$ cat src/rtl/dram_arbiter.sv
// Two-port DRAM arbiter: instruction-fetch (read-only) and data ports share one cs/we/ack DRAM.
// Define DRAM_ARB_RR_EN for round-robin arbitration; otherwise fixed priority with the D port winning ties.
module dram_arbiter #(
  parameter int ADDR_W  = 32,
  parameter int DATA_W  = 32,
  parameter int TIMEOUT = 64
) (
  input  logic              clk,
  input  logic              rst_n,
  input  logic              i_req_i,
  input  logic [ADDR_W-1:0] i_addr_i,
  output logic              i_ack_o,
  output logic              i_err_o,
  output logic [DATA_W-1:0] i_data_o,
  input  logic              d_req_i,
  input  logic              d_we_i,
  input  logic [ADDR_W-1:0] d_addr_i,
  input  logic [DATA_W-1:0] d_data_i,
  output logic              d_ack_o,
  output logic              d_err_o,
  output logic [DATA_W-1:0] d_data_o,
  output logic              mem_cs_o,
  output logic              mem_we_o,
  output logic [ADDR_W-1:0] mem_addr_o,
  output logic [DATA_W-1:0] mem_data_o,
  input  logic [DATA_W-1:0] mem_data_i,
  input  logic              mem_ack_i
);

  localparam int WDOG_W = $clog2(TIMEOUT + 1);
  localparam logic [WDOG_W-1:0] WDOG_LAST = WDOG_W'(TIMEOUT - 1);

  typedef enum logic [1:0] {S_IDLE, S_ISSUE, S_WAIT, S_RESP} state_t;

  state_t            state;
  state_t            state_nxt;
  logic [WDOG_W-1:0] wdog;
  logic              owner_d;
  logic              lat_we;
  logic              any_req;
  logic              grant_d;
  logic              got_ack;
  logic              timed_out;
  logic              cs_nxt;
  logic              we_nxt;
  logic              i_ack_nxt;
  logic              d_ack_nxt;

`ifdef DRAM_ARB_RR_EN
  // last_d remembers the previous winner; on a tie the other port gets the grant.
  logic last_d;
  assign grant_d = d_req_i & (~i_req_i | ~last_d);

  always_ff @(posedge clk or negedge rst_n) begin
    if (!rst_n) begin
      last_d <= 1'b0;
    end else if (cs_nxt) begin
      last_d <= grant_d;
    end
  end
`else
  assign grant_d = d_req_i;
`endif

  assign any_req   = i_req_i | d_req_i;
  assign got_ack   = (state == S_WAIT) & mem_ack_i;
  assign timed_out = (state == S_WAIT) & ~mem_ack_i & (wdog == WDOG_LAST);

  always_ff @(posedge clk or negedge rst_n) begin
    if (!rst_n) begin
      state <= S_IDLE;
    end else begin
      state <= state_nxt;
    end
  end

  always_comb begin
    state_nxt = state;
    case (state)
      S_IDLE:  if (any_req) state_nxt = S_ISSUE;
      S_ISSUE: state_nxt = S_WAIT;
      S_WAIT:  if (got_ack || timed_out) state_nxt = S_RESP;
      S_RESP:  state_nxt = S_IDLE;
      default: state_nxt = S_IDLE;
    endcase
  end

  // Next values of the registered strobes, so they line up with the state they belong to.
  always_comb begin
    cs_nxt    = (state == S_IDLE) && any_req;
    we_nxt    = cs_nxt && grant_d && d_we_i;
    i_ack_nxt = (got_ack || timed_out) && !owner_d;
    d_ack_nxt = (got_ack || timed_out) && owner_d;
  end

  always_ff @(posedge clk or negedge rst_n) begin
    if (!rst_n) begin
      mem_cs_o   <= 1'b0;
      mem_we_o   <= 1'b0;
      mem_addr_o <= '0;
      mem_data_o <= '0;
      owner_d    <= 1'b0;
      lat_we     <= 1'b0;
      wdog       <= '0;
      i_ack_o    <= 1'b0;
      i_err_o    <= 1'b0;
      i_data_o   <= '0;
      d_ack_o    <= 1'b0;
      d_err_o    <= 1'b0;
      d_data_o   <= '0;
    end else begin
      mem_cs_o <= cs_nxt;
      mem_we_o <= we_nxt;
      i_ack_o  <= i_ack_nxt;
      i_err_o  <= i_ack_nxt && timed_out;
      d_ack_o  <= d_ack_nxt;
      d_err_o  <= d_ack_nxt && timed_out;

      // Request fields are frozen here; later input changes cannot disturb the access.
      if (cs_nxt) begin
        owner_d    <= grant_d;
        lat_we     <= grant_d & d_we_i;
        mem_addr_o <= grant_d ? d_addr_i : i_addr_i;
        mem_data_o <= grant_d ? d_data_i : '0;
      end

      if (state == S_ISSUE) begin
        wdog <= '0;
      end else if (state == S_WAIT && !mem_ack_i) begin
        wdog <= wdog + WDOG_W'(1);
      end

      // An aborted access clears the owner's data; a completed write leaves it untouched.
      if (i_ack_nxt) begin
        if (timed_out) begin
          i_data_o <= '0;
        end else if (!lat_we) begin
          i_data_o <= mem_data_i;
        end
      end

      if (d_ack_nxt) begin
        if (timed_out) begin
          d_data_o <= '0;
        end else if (!lat_we) begin
          d_data_o <= mem_data_i;
        end
      end
    end
  end

endmodule
$ cat config.mk
export PLATFORM = sky130hd
export DESIGN_NAME = dram_arbiter
export DESIGN_NICKNAME = d
export VERILOG_FILES = /design/src/rtl/dram_arbiter.sv
export SDC_FILE = /design/constraint.sdc
export NUM_CORES = 1
export LEC_CHECK = 0
export ABC_AREA = 1
export CORE_ASPECT_RATIO = 0.6
export CORE_MARGIN = 5
export CORE_UTILIZATION = 30
export DETAILED_ROUTE_END_ITERATION = 8
export HOLD_SLACK_MARGIN = 0.06
export PLACE_DENSITY = 0.71
export RECOVER_POWER = 25
export SKIP_LAST_GASP = 1
export SLEW_MARGIN = 20
export SYNTH_ARGS = -nofsm -noshare
export SYNTH_HDL_FRONTEND = slang
export SYNTH_SLANG_ARGS = --single-unit
export TNS_END_PERCENT = 5
$ cat constraint.sdc
create_clock -name clk -period 2.1 [get_ports clk]
set_input_delay 0.315 -clock clk [delete_from_list [all_inputs] [get_ports clk]]
set_output_delay 0.315 -clock clk [all_outputs]
set_load 0.01 [all_outputs]
After elaboration in Yosys (flattened, before gate mapping)
Index checks and enable logic that the tools add are counted. W data, S select, Z words.

Register bits: 145. Input port bits: 134. Output and inout port bits: 134. Logic and storage cells: 53.

Add/subtract/negate cells: 1. Equal/unequal tests: 7. Mux-type cells: 9. Bitwise operators: 6. Reductions and logical operators: 16.

Operator list (number): $mux W32 (4); $mux W7 (2); $logic_and A1 B1 Y1 (8); $pmux W2 S4 (1); $add A7 B1 Y7 const B (1); $eq A7 B6 Y1 const B (1); $reduce_and A2 Y1 (3); $and A1 B1 Y1 (4); $eq A2 B2 Y1 const B (2); $mux W2 (2); $ne A2 B1 Y1 const B (2); $eq A2 B1 Y1 const B (1); $logic_not A1 Y1 (2); $logic_not A2 Y1 (1); $ne A2 B2 Y1 const B (1); $reduce_bool A2 Y1 (1); $logic_or A1 B1 Y1 (1); $not A1 Y1 (1); $or A1 B1 Y1 (1).

Logic depth before layout (Yosys ltp)
Word-level depth: 6. Gate-level depth with buffers: 10. Mapped depth without buffers: 9.

Worst setup path after synthesis
OpenSTA, ideal clock, no wires.

Path type: reg2reg. From: reg state[0]. To: reg d_data_o[22]. Library setup time: 119 ps. Arrival time: 1476 ps. Data required time: 1981 ps. Setup slack: 505 ps. Stages on the path, launching flop included: 11. Buffers on the path: 1. Period minus slack after synthesis: 1595 ps. Path through: dfrtp_1 inv_1 ha_1 nand2_4 nor2_8 nand2_2 nand2_2 nand3_2 buf_2 nand2_1 nand2_1.

Cells in the longest elaborated chain, start to end: 6. Elaborated cells between the ends (all ways): 9. Classes of those cells: eq/ne: 2; mux: 1; bitwise: 3; reduce/logical: 3.

RTL lines: start: declaration (RTL line 35) `state_t state;`; start signal: assignment (RTL line 73) `state <= state_nxt;`; $eq A2 B2 Y1 (*) (RTL line 66, 67); $and A1 B1 Y1 (2 in series) (RTL line 67) `assign timed_out = (state == S_WAIT) & ~mem_ack_i & (wdog == WDOG_LAST);`; $logic_or A1 B1 Y1 (RTL line 93) `d_ack_nxt = (got_ack || timed_out) && owner_d;`; $logic_and A1 B1 Y1 (RTL line 93); $reduce_and A2 Y1 (no line); end signal: assignment (RTL line 146) `d_data_o <= mem_data_i;`; end: declaration (RTL line 21) `output logic [DATA_W-1:0] d_data_o,`.

Mark *: on every way between the ends. The rest lies on a longest branch, timed or not. A chain may end at the register's enable or synchronous reset.

Worst setup path in the final report
From: reg state[0]. To: reg d_data_o[8].

Same word-level chain as after synthesis.

==> out/qor.yml <==
rsz0062_at_grt: "true"
cpMaxStageDelayCell: "dfrtp_1"
arrival_ps: 2320
drt_iter0_markers: 292
ys.flop_type: "dfrtp_1"
insertion_delay_ps: 420
cp_cell_sequence: "inv_1 -> ha_1 -> nand2_4 -> nor2_8 -> nand2_2 -> nand2_2 -> buf_4 -> nand4_1 -> nand2_1"
routabilityCongestion: 0.7982
cts_made_buffers: 17
max_stage_delay_ps: 400
end_kind: "flop"
fmax_mhz: 507.9
synth_common_cells: "nand2_1 (176), dfrtp_1 (145), nand4_1 (64)"
min_path_type: "in2reg"
ys_seq_elements: 145
coreArea_um2: 21290
antenna_found_initial: 1
synth_nets: 830
grt_pass1_wl_um: 34770
synth_top_cell_area_share_pct: 55.26
period_minus_slack_ps: 1969
vias: 6003
cts_tree: "yes"
start_util_pct: 30.84
cts-root-buf: "clkbuf_16"
portBuffers: 267
routed_wl_um: 21760
critPathKind: "reg2reg"
leakage_nw: 4.612
synth_area_leaders: "dfrtp_1 (55%), nand2_1 (10%), nand4_1 (6.1%)"
finalHoldViolCount: 0
slew_headroom_pct: 22.46
cts_max_level: 4
cts_buffer_depth: 2
ys_types: 30
die_h_um: 124.6
synth.largest_area_cell: "dfrtp_1"
worst_pin_slew_ps: 1163
seq_area_um2: 3628
drive_gt1_share_pct: 7.539
syn_inst: 691
postCtsSetupBuffers: 0
drv_cap: 0
rows: 41
grt_pass1_vias: 6169
hpwlAfterDp_um: 15650
status: "finished clean"
irDropWorstVdd_mv: 0.5715
die-area_um2: 25040
drtAntennaViolNets: 0
crit_fanout: 32
dp.cells: 1201
cts_sinks: 145
drcViolationCount: 0
yosysMostFrequentCell: "nand2_1"
drt_first_pass_iters: 5
required_ps: 2460
skew_ps: 9.434
antenna_cells: 0
place_area_um2: 9460
grt.overflow.total: 0
fill_cells: 1991
final.period_utilization_pct: 93.76
final_cells: 1234
wl_per_cell_um: 17.64
syn-cell-area_um2: 6566
io_pins: 268
multi_input_area_um2: 2569
postLayoutCellArea_um2: 10060
cp_common_cell: "nand2_2"
synth-warning-count: 0
p_per_area_nw_per_um2: 1401
grt_max_degree: 98
worstSetupStartpointType: "flop"
synth_edf_count: 0
clk_pin_slew_worst_paths_ps: 60
fin_nets: 1081
hold_slack_ps: 354.7
grtUsageTotal_pct: 17.19
ys_async_sr_fraction_pct: 100.0
setup_violations: 0
place_ws_ps: 125.8
synth_area_per_cell_um2: 9.503
area_growth_pct: 53.18
finalWorstSetupSlack_ps: 131.0
dieWidth_um: 201.0
vias_per_cell: 4.865
yosysSeqAreaShare_pct: 55.26
setup_tns_ps: 0
drv_slew: 0
[metrics by stage]
step / utilization, % / total power, mW
2_1_floorplan: - / 7.623
3_3_place_gp: 44.44 / 10.97
3_5_place_dp: 44.44 / 11.10
4_1_cts: 47.27 / 14.27
5_1_grt: 47.25 / 15.01
6_report: 47.25 / 14.09
[repair_timing]
action | in CTS | in global routing
endpoints found under the setup margin | 0 | 2
hold buffers | 1 | 0
resized for setup | 0 | 1
endpoints found under the hold margin | 37 | 0
[flip-flops by register name, summed over array words and instances, names as in the netlist]
register	count
d_data_o	32
i_data_o	32
mem_addr_o	32
mem_data_o	32
wdog	7
state	2
d_ack_o	1
d_err_o	1
i_ack_o	1
i_err_o	1
lat_we	1
mem_cs_o	1
mem_we_o	1
owner_d	1
[power breakdown]
| part | leakage [nW] | internal (mW) | switching, mW | total, mW |
|---|---|---|---|---|
| Clock | 0.285 | 1.86 | 1.21 | 3.07 |
| Combinational | 2.52 | 3.07 | 3.18 | 6.25 |
| Sequential | 1.80 | 4.04 | 0.724 | 4.76 |
[critical path: cells and delay by family (launching register included)]
kind | cells | cell delay [ps]
AND/OR/NAND/NOR | 6 | 780
buffers and inverters | 2 | 450
flip-flops | 1 | 400
adder cells (fa/ha/maj) | 1 | 270
[logic make-up after synthesis]
group,share of synthesized area [%]
buffers and inverters,5.697
adders and majority gates,0.9527
DFF,55.26
AOI/OAI and AO/OA,9.718
muxes,4.878
and+or+nand+nor,23.49
[cell usage in the layout (no fill, tap or decap), types with 5 or more instances in the layout]
cell,instances
ha_1,5
buf_4,14
a21oi_1,37
o21ai_0,37
a21boi_0,32
clkinv_2,6
clkdlybuf4s50_1,265
inv_1,8
nand2_1,176
nor2_1,40
mux2i_1,32
nand4_1,64
clkbuf_16,17
dfrtp_1,145
nand3_1,37
[per-layer routing]
layer	up-vias	part of all wire (%)	global-route usage, %
met4	2	1.8	4.893
met5	-	0.092	0
met3	29	10	7.494
met1	2855	45	23.43
li1	2860	-	-
met2	257	43	24.80
[final timing paths]
| check | depth (start not counted) | slack [ps] | end | startpoint |
|---|---|---|---|---|
| worst max-delay path | 9 | 130 | d_data_o[8]$_DFFE_PN0P_ | state[0]$_DFFE_PN0P_ |
| worst min-delay path | 4 | 350 | owner_d$_DFFE_PN0N_ | d_req_i |
| worst max register to register | 9 | 130 | d_data_o[8]$_DFFE_PN0P_ | state[0]$_DFFE_PN0P_ |
| worst min register to register | 2 | 480 | i_data_o[7]$_DFFE_PN0P_ | i_data_o[7]$_DFFE_PN0P_ |
| max in group asynchronous | 3 | 460 | mem_data_o[7]$_DFFE_PN0N_ | rst_n |
| min in group asynchronous | 2 | 650 | mem_data_o[19]$_DFFE_PN0N_ | rst_n |
[area by class of cell]
| type | instances | share of cell area, % |
|---|---|---|
| clock inverter | 15 | 1.667 |
| multi-input combinational | 478 | 25.54 |
| inverter | 12 | 0.4478 |
| sequential | 145 | 36.07 |
| tap | 279 | 3.471 |
| clock buffer | 17 | 4.229 |
| timing repair buffer | 288 | 28.57 |
No activity file was read; power rests on OpenSTA's default activity.
